--- src/rtl/uart_rx_if.sv ---
// Receive-side bundle for uart_rx: serial line in, decoded byte and status pulses out.
interface uart_rx_if;
    logic       rx;
    logic [7:0] data;
    logic       valid;
    logic       frame_err;
    logic       busy;

    modport slave  (input rx, output data, valid, frame_err, busy);
    modport master (output rx, input data, valid, frame_err, busy);
endinterface

--- src/rtl/uart_rx.sv ---
// 8N1 UART receiver with 2-flop input synchronizer, framing-error detection and break hold.
// Optional macro UART_RX_MAJORITY_EN: 2-of-3 majority vote around each sample point.
module uart_rx #(
    parameter int unsigned CLK_HZ = 24000000,
    parameter int unsigned BAUD   = 115200
) (
    input  logic      clk,
    input  logic      reset,
    uart_rx_if.slave  bus
);
    localparam int unsigned PERIOD = CLK_HZ / BAUD;
    localparam int unsigned HALF   = PERIOD / 2;
    localparam int unsigned CNT_W  = 11;
`ifdef UART_RX_MAJORITY_EN
    localparam int unsigned LAG    = 1;
`else
    localparam int unsigned LAG    = 0;
`endif

    typedef enum logic [2:0] {IDLE, START, DATA, STOP, BREAK} state_t;

    state_t             state;
    logic               rx_s1;
    logic               rxs;
    logic               settle;
    logic               armed;
    logic [CNT_W-1:0]   cnt;
    logic [2:0]         idx;
    logic [7:0]         shift;
    logic [7:0]         data_r;
    logic               valid_r;
    logic               frame_err_r;
    logic               busy_r;
    logic               smp;

    // Input synchronizer, preset to the idle level
    always_ff @(posedge clk or negedge reset) begin
        if (!reset) begin
            rx_s1 <= 1'b1;
            rxs   <= 1'b1;
        end else begin
            rx_s1 <= bus.rx;
            rxs   <= rx_s1;
        end
    end

`ifdef UART_RX_MAJORITY_EN
    logic rxs_d1;
    logic rxs_d2;

    // Two-cycle history so the vote is taken one cycle after the nominal sample point
    always_ff @(posedge clk or negedge reset) begin
        if (!reset) begin
            rxs_d1 <= 1'b1;
            rxs_d2 <= 1'b1;
        end else begin
            rxs_d1 <= rxs;
            rxs_d2 <= rxs_d1;
        end
    end

    assign smp = (rxs & rxs_d1) | (rxs & rxs_d2) | (rxs_d1 & rxs_d2);
`else
    assign smp = rxs;
`endif

    // Receive FSM; armed blocks a start until the real line has been seen high after reset
    always_ff @(posedge clk or negedge reset) begin
        if (!reset) begin
            state       <= IDLE;
            settle      <= 1'b0;
            armed       <= 1'b0;
            cnt         <= '0;
            idx         <= '0;
            shift       <= '0;
            data_r      <= '0;
            valid_r     <= 1'b0;
            frame_err_r <= 1'b0;
            busy_r      <= 1'b0;
        end else begin
            valid_r     <= 1'b0;
            frame_err_r <= 1'b0;
            settle      <= 1'b1;
            if (settle && rx_s1) begin
                armed <= 1'b1;
            end
            case (state)
                IDLE: begin
                    if (armed && !rxs) begin
                        state  <= START;
                        cnt    <= CNT_W'(HALF - 1 + LAG);
                        busy_r <= 1'b1;
                    end
                end
                START: begin
                    if (cnt != '0) begin
                        cnt <= cnt - CNT_W'(1);
                    end else if (!smp) begin
                        state <= DATA;
                        cnt   <= CNT_W'(PERIOD - 1);
                        idx   <= '0;
                    end else begin
                        state  <= IDLE;
                        busy_r <= 1'b0;
                    end
                end
                DATA: begin
                    if (cnt != '0) begin
                        cnt <= cnt - CNT_W'(1);
                    end else begin
                        shift <= {smp, shift[7:1]};
                        cnt   <= CNT_W'(PERIOD - 1);
                        idx   <= idx + 3'd1;
                        if (idx == 3'd7) begin
                            state <= STOP;
                        end
                    end
                end
                STOP: begin
                    if (cnt != '0) begin
                        cnt <= cnt - CNT_W'(1);
                    end else if (smp) begin
                        data_r  <= shift;
                        valid_r <= 1'b1;
                        state   <= IDLE;
                        busy_r  <= 1'b0;
                    end else begin
                        frame_err_r <= 1'b1;
                        state       <= BREAK;
                    end
                end
                BREAK: begin
                    if (rxs) begin
                        state  <= IDLE;
                        busy_r <= 1'b0;
                    end
                end
                default: begin
                    state  <= IDLE;
                    busy_r <= 1'b0;
                end
            endcase
        end
    end

    assign bus.data      = data_r;
    assign bus.valid     = valid_r;
    assign bus.frame_err = frame_err_r;
    assign bus.busy      = busy_r;
endmodule

--- src/flat_wrapper.sv ---
// flat-port wrapper written by rule: the top's interface ports become plain ports
module uart_rx_flat 
#(
    parameter int unsigned CLK_HZ = 24000000,
    parameter int unsigned BAUD   = 115200
)
  (clk, reset, bus_rx, bus_data, bus_valid, bus_frame_err, bus_busy);
  uart_rx_if bus_i ();
  input  logic clk;
  input  logic reset;
  input wire logic [$bits(bus_i.rx)-1:0] bus_rx;
  output wire logic [$bits(bus_i.data)-1:0] bus_data;
  output wire logic [$bits(bus_i.valid)-1:0] bus_valid;
  output wire logic [$bits(bus_i.frame_err)-1:0] bus_frame_err;
  output wire logic [$bits(bus_i.busy)-1:0] bus_busy;
  assign bus_i.rx = bus_rx;
  assign bus_data = bus_i.data;
  assign bus_valid = bus_i.valid;
  assign bus_frame_err = bus_i.frame_err;
  assign bus_busy = bus_i.busy;
  uart_rx #(.CLK_HZ(CLK_HZ), .BAUD(BAUD)) u_core (.clk(clk), .reset(reset), .bus(bus_i));
endmodule
--- config.mk ---
export PLATFORM = sky130hd
export DESIGN_NAME = uart_rx_flat
export DESIGN_NICKNAME = d
export VERILOG_FILES = /design/src/rtl/uart_rx_if.sv /design/src/rtl/uart_rx.sv /design/src/flat_wrapper.sv
export SDC_FILE = /design/constraint.sdc
export NUM_CORES = 1
export LEC_CHECK = 0
export BUFFER_PORTS_ARGS = -buffer_cell sky130_fd_sc_hd__buf_4
export CAP_MARGIN = 10
export CORE_UTILIZATION = 53
export DETAILED_ROUTE_END_ITERATION = 10
export PLACE_DENSITY_LB_ADDON = 0.2
export SYNTH_ARGS = -nofsm -noshare
export SYNTH_HDL_FRONTEND = slang
export SYNTH_SLANG_ARGS = --single-unit
--- constraint.sdc ---
create_clock -name clk -period 2.1 [get_ports clk]
set_clock_uncertainty 0.1 [all_clocks]
set_input_delay 0.315 -clock clk [delete_from_list [all_inputs] [get_ports clk]]
set_output_delay 0.315 -clock clk [all_outputs]
set_load 0.03 [all_outputs]
# ---- Yosys cells after proc, flatten, opt, wreduce, memory -nomap -nowiden
# Cells that the tools add are included.
dict set report op_classes {
  n_eq_ne 15
  add_sub_neg 2
  bitwise 2
  n_reduce_logical 14
  mux 29
}
# cell count
set ops {}
lappend ops {{$mux 11} 5}
lappend ops {{$pmux 11 s4} 1}
lappend ops {{$mux 3} 10}
lappend ops {{$pmux 3 s5} 1}
lappend ops {{$reduce_bool 11->1} 1}
lappend ops {{$sub 11x1->11 const B} 1}
lappend ops {{$ne 2x2->1 const B} 5}
lappend ops {{$mux 1} 9}
lappend ops {{$ne 2x1->1 const B} 4}
lappend ops {{$reduce_and 4->1} 2}
lappend ops {{$eq 3x2->1 const B} 2}
lappend ops {{$eq 3x3->1 const B} 2}
lappend ops {{$pmux 3 s2} 1}
lappend ops {{$reduce_and 3->1} 2}
lappend ops {{$reduce_and 6->1} 1}
lappend ops {{$pmux 1 s4} 1}
lappend ops {{$reduce_bool 4->1} 1}
lappend ops {{$add 3x1->3 const B} 1}
lappend ops {{$eq 3x1->1 const B} 1}
lappend ops {{$logic_not 3->1} 1}
lappend ops {{$ne 3x3->1 const B} 1}
lappend ops {{$logic_and 1x1->1} 2}
lappend ops {{$mux 2} 1}
lappend ops {{$not 1->1} 2}
lappend ops {{4 further kinds} 4}
dict set report word_totals {
  out_inout_bits 11
  wordCells 74
  regBits 40
  inputBits 3
}

# ---- Longest topological paths before layout
dict set report logic_depth {
  ltp_word 4
  mapped_depth 8
  ltp_nobuf 7
}

# ---- Worst setup path before layout
# Ideal clock, no wire load.
dict set report synth_path {
  kind {flip-flop to flip-flop}
  startpoint {register u_core.cnt[1]}
  endpoint {register u_core.cnt[8]}
  setup_ns 0.129
  path_stages_with_launch 9
  t_arrival_ns 1.902
  path_buffers 1
  path_slack_ns -0.031
  period_less_slack_ns 2.131
  required_time_ns 1.871
  path_cell_list {dfrtp_1 > inv_1 > ha_1 > or3b_1 > buf_2 > or4b_4 > nand2_2 > a2bb2oi_2 > o31ai_1}
}
dict set report synth_via {
  elab_chain_len 3
  elab_cells_between_ends 9
  cone_classes {add/sub (1); eq/ne (2); mux (4); reduce/logical (2)}
}
# item line_no
set synth_rtl {}
lappend synth_rtl {{start, declared} uart_rx.sv:27} ;# logic [CNT_W-1:0] cnt;
lappend synth_rtl {{start signal, assigned} uart_rx.sv:91} ;# cnt <= CNT_W'(HALF - 1 + LAG);
lappend synth_rtl {{start signal, assigned} uart_rx.sv:97} ;# cnt <= cnt - CNT_W'(1);
lappend synth_rtl {{start signal, assigned} uart_rx.sv:100} ;# cnt <= CNT_W'(PERIOD - 1);
lappend synth_rtl {{$sub 11x1->11 / $reduce_bool 11->1 (equally long branches)} --}
lappend synth_rtl {{$mux 11 (tied with other cells)} uart_rx.sv:120} ;# if (cnt != '0) begin
lappend synth_rtl {{$pmux 11 s4 / $reduce_and 4->1 (equally long branches)} --}
# Several ways; a longest one is shown, not always the timed one. The select of a mux whose other input is x is not followed.
# A chain may end at the register's enable or synchronous reset.

# ---- Worst setup path in the final report
dict set report layout_path {
  startpoint {register u_core.cnt[0]}
  endpoint {register u_core.cnt[8]}
}
# The elaborated chain is that of the path after synthesis.

==> reports/results.ini <==
[setup_path]
worstSetupPathType=register to register
cp_data_arrival_time_ns=2.19
critPathCapture=u_core.cnt[8]
r2r_slack_ns=0.002
crit_required_ns=2.19
cpPeakStageDelay_ns=0.53
cp-end-kind=register
crit_path_start=u_core.cnt[0]
worstSetupStartpointType=register
worst_path_max_delay_cell=or4b_4
worstPathCellList=inv_2 > ha_2 > or3b_4 > or4b_4 > nand2_2 > a2bb2oi_2 > o31ai_1
reg2reg_to=u_core.cnt[8]
ff2ff_path_depth=7
reg2reg_from=u_core.cnt[0]
critPathMaxFanout=3

[yosys]
synth_seq_cells=40
synth_nets=183
yosys.area.top_type=dfrtp_1
ys_async_sr_fraction_pct=100.0
synth_area_leaders=dfrtp_1 48%, mux2_2 9.6%, o21ai_0 3.0%
syn_area_sq_um=2001
synth_cell_type_count=47
syn-mean-instance-area_sq_um=11.37
netlist_instances=176
seq_area_frac_synth_pct=50.16
synth-edff-count=0
synth.top_cell.area_share_pct=47.53
yosys_most_used_dff=dfrtp_1
yosysWarningCount=0

[floorplanning]
start_util_pct=57.68
die_y_microns=63.44
ios=14
die-area_sq_um=4025
core_area_sq_um=3468
dieWidth_microns=63.44
placementRows=21

[status]
outcome=completed

[job]
max_cap_viol_count=0

[placed_design]
dp_hpwl_mm=2.881
placed_area_sq_um=2296
place_ws_ns=-0.02997
port_buffers=13
gp_congestion=0.8967

[route]
ant_nets=0
drc=0
drtIter0Drc=92
wirelength_mm=4.293
route.vias.total=1516
avgViaCountPerCell=5.808
dr.pass1.iters=4
routedWlPerCell_microns=16.45

[power_and_ir_drop]
p_leak_nw=1.140
ir_drop_v=0.0005334
power_density_nw_per_um2=1075
power_w=0.002653

[grt]
use_met3_pct=4.348
grt_busiest_layer=met2
first_global_vias=1475
antenna_found_initial=0
grt_max_degree=41
grtUsageTotal_pct=22.60
overflow=0
use_met1_pct=28.40
met2_usage_pct=38.30
grt_pass1_wl_mm=6.872

[sta]
fmax_ghz=0.4766
worst_slew_pin_slew_ns=0.5679
finalSetupViolations=0
worst_slack_ns=0.001696
slew_headroom_pct=61.74
hold_violations=0
fin_crit_ns=2.098
slew_viol_final=0
rsz0062_at_grt=yes
post-route-period-util_pct=99.92

[cells_and_area]
final_area_sq_um=2469
synthToLayoutAreaGrowth_pct=23.39
layout.nets=221
diodes=0
fill_cells=258
fin_util_pct=71.18
drive_above_1_share_pct=40.47

[clock_network]
path_clk_slew_ns=0.09
htree_num_levels=2
cts_made_buffers=5
clock-sinks=40
cts_max_path_buffers=2
root_buffer=clkbuf_8
clk_latency_ns=0.31
cts_tree=built

[min_path]
hold_path.class=input pin to register

[per-stage QoR]
| step | std cells | TNS (ns) | hold WS (ns) |
|---|---|---|---|
| 6_report | 261 | 0 | 0.02190 |
| 5_1_grt | 261 | -0.2898 | 0.01927 |
| 4_1_cts | 259 | 0 | 0.01698 |
| 3_5_place_dp | 250 | -0.2039 | 0.2141 |
| 3_3_place_gp | 250 | 0 | 0.2080 |
| 2_1_floorplan | 176 | -0.02006 | -0.08059 |
[metal layers]
metal	vias up	wire length, microns
li1	712	-
met1	764	1854
met2	34	2195
met3	6	181
met4	0	61
met5	-	0
[area by class of cell]
type,instances,area [sq um],area share [%]
clock buffers,5,68.82,2.788
clock inverters,3,46.29,1.875
flip-flops and latches,40,1003,40.65
repair buffers,39,315.3,12.77
multi-input cells,122,954.7,38.67
inverters,6,22.52,0.9123
well taps,46,57.56,2.331
[repair_timing]
item,in CTS,in global routing
pin swaps,0,2
endpoints found under the setup margin,8,26
setup buffers,0,2
hold buffers,1,0
resized for setup,1,12
endpoints found under the hold margin,38,0
[cell usage after synthesis, types with 2 or more instances]
library cell and count:
dfstp_2 2, a22o_1 2, inv_1 6, o41ai_1 2, a21o_1 2, and3_1 2, mux2_2 17, buf_2 2
clkbuf_1 2, nor3_2 2, nand2b_1 5, nor3_4 2, a2bb2oi_1 2, ha_1 4, dfrtp_1 38, nand2_1 10
a21oi_1 10, nand3_1 4, nor4_1 3, o21ai_0 12, nor2_1 12, nor3_1 5, o31ai_1 5, buf_4 2
[kinds of logic (layout without fill, tap and decap cells)]
group / Yosys count / in the layout / share of synthesized area (%)
flip-flops: 40 / 40 / 50.16
AND/OR/NAND/NOR: 55 / 55 / 17.32
AO/OA/AOI/OAI: 44 / 44 / 16.32
XOR/XNOR: 1 / 1 / 0.4379
adder cells (fa/ha/maj): 4 / 4 / 2.502
buffers and inverters: 14 / 53 / 3.502
multiplexers: 17 / 17 / 9.568
other: 1 / 1 / 0.1874
[how the worst min path moves through the flow]
stage	start	endpoint	cells past startpoint
2_1_floorplan	reset	u_core.armed	0
4_1_cts	bus_rx	u_core.rx_s1	1
5_1_grt	bus_rx	u_core.rx_s1	1
3_3_place_gp	reset	u_core.cnt[9]	1
6_report	bus_rx	u_core.rx_s1	1
3_5_place_dp	reset	u_core.bus.frame_err	1
[placed cells by master, fill, tap and decap left out, types with 3 or more instances in the layout]
cell	n
a21oi_1	10
buf_4	35
clkbuf_8	5
dfrtp_1	38
ha_1	3
inv_1	4
mux2_2	17
nand2_1	10
nand2b_1	5
nand3_1	4
nor2_1	12
nor3_1	5
o21ai_0	8
o21ai_1	3
o31ai_1	5
[report_power, final]
group	switching, W	internal (W)	leakage (nW)
clock network	0.000298	0.000358	0.0548
logic	0.000483	0.000432	0.571
registers	0.000185	0.000897	0.514
total	0.000966	0.00169	1.14
[registers in the layout, indices dropped and copies added, names as in the netlist]
register / flops
u_core.cnt: 11
u_core.bus.data: 8
u_core.shift: 8
u_core.idx: 3
u_core.state: 3
u_core.armed: 1
u_core.bus.busy: 1
u_core.bus.frame_err: 1
u_core.bus.valid: 1
u_core.rx_s1: 1
u_core.rxs: 1
u_core.settle: 1
[worst max-delay path: cells and delay by family, from the launching register on]
kind                     cells  cell delay (ns)
flip-flops                   1             0.41
AO/OA/AOI/OAI                2             0.22
adder cells (fa/ha/maj)      1             0.19
AND/OR/NAND/NOR              3             0.99
buffers and inverters        1             0.07
(Power assumes the default switching activity.)
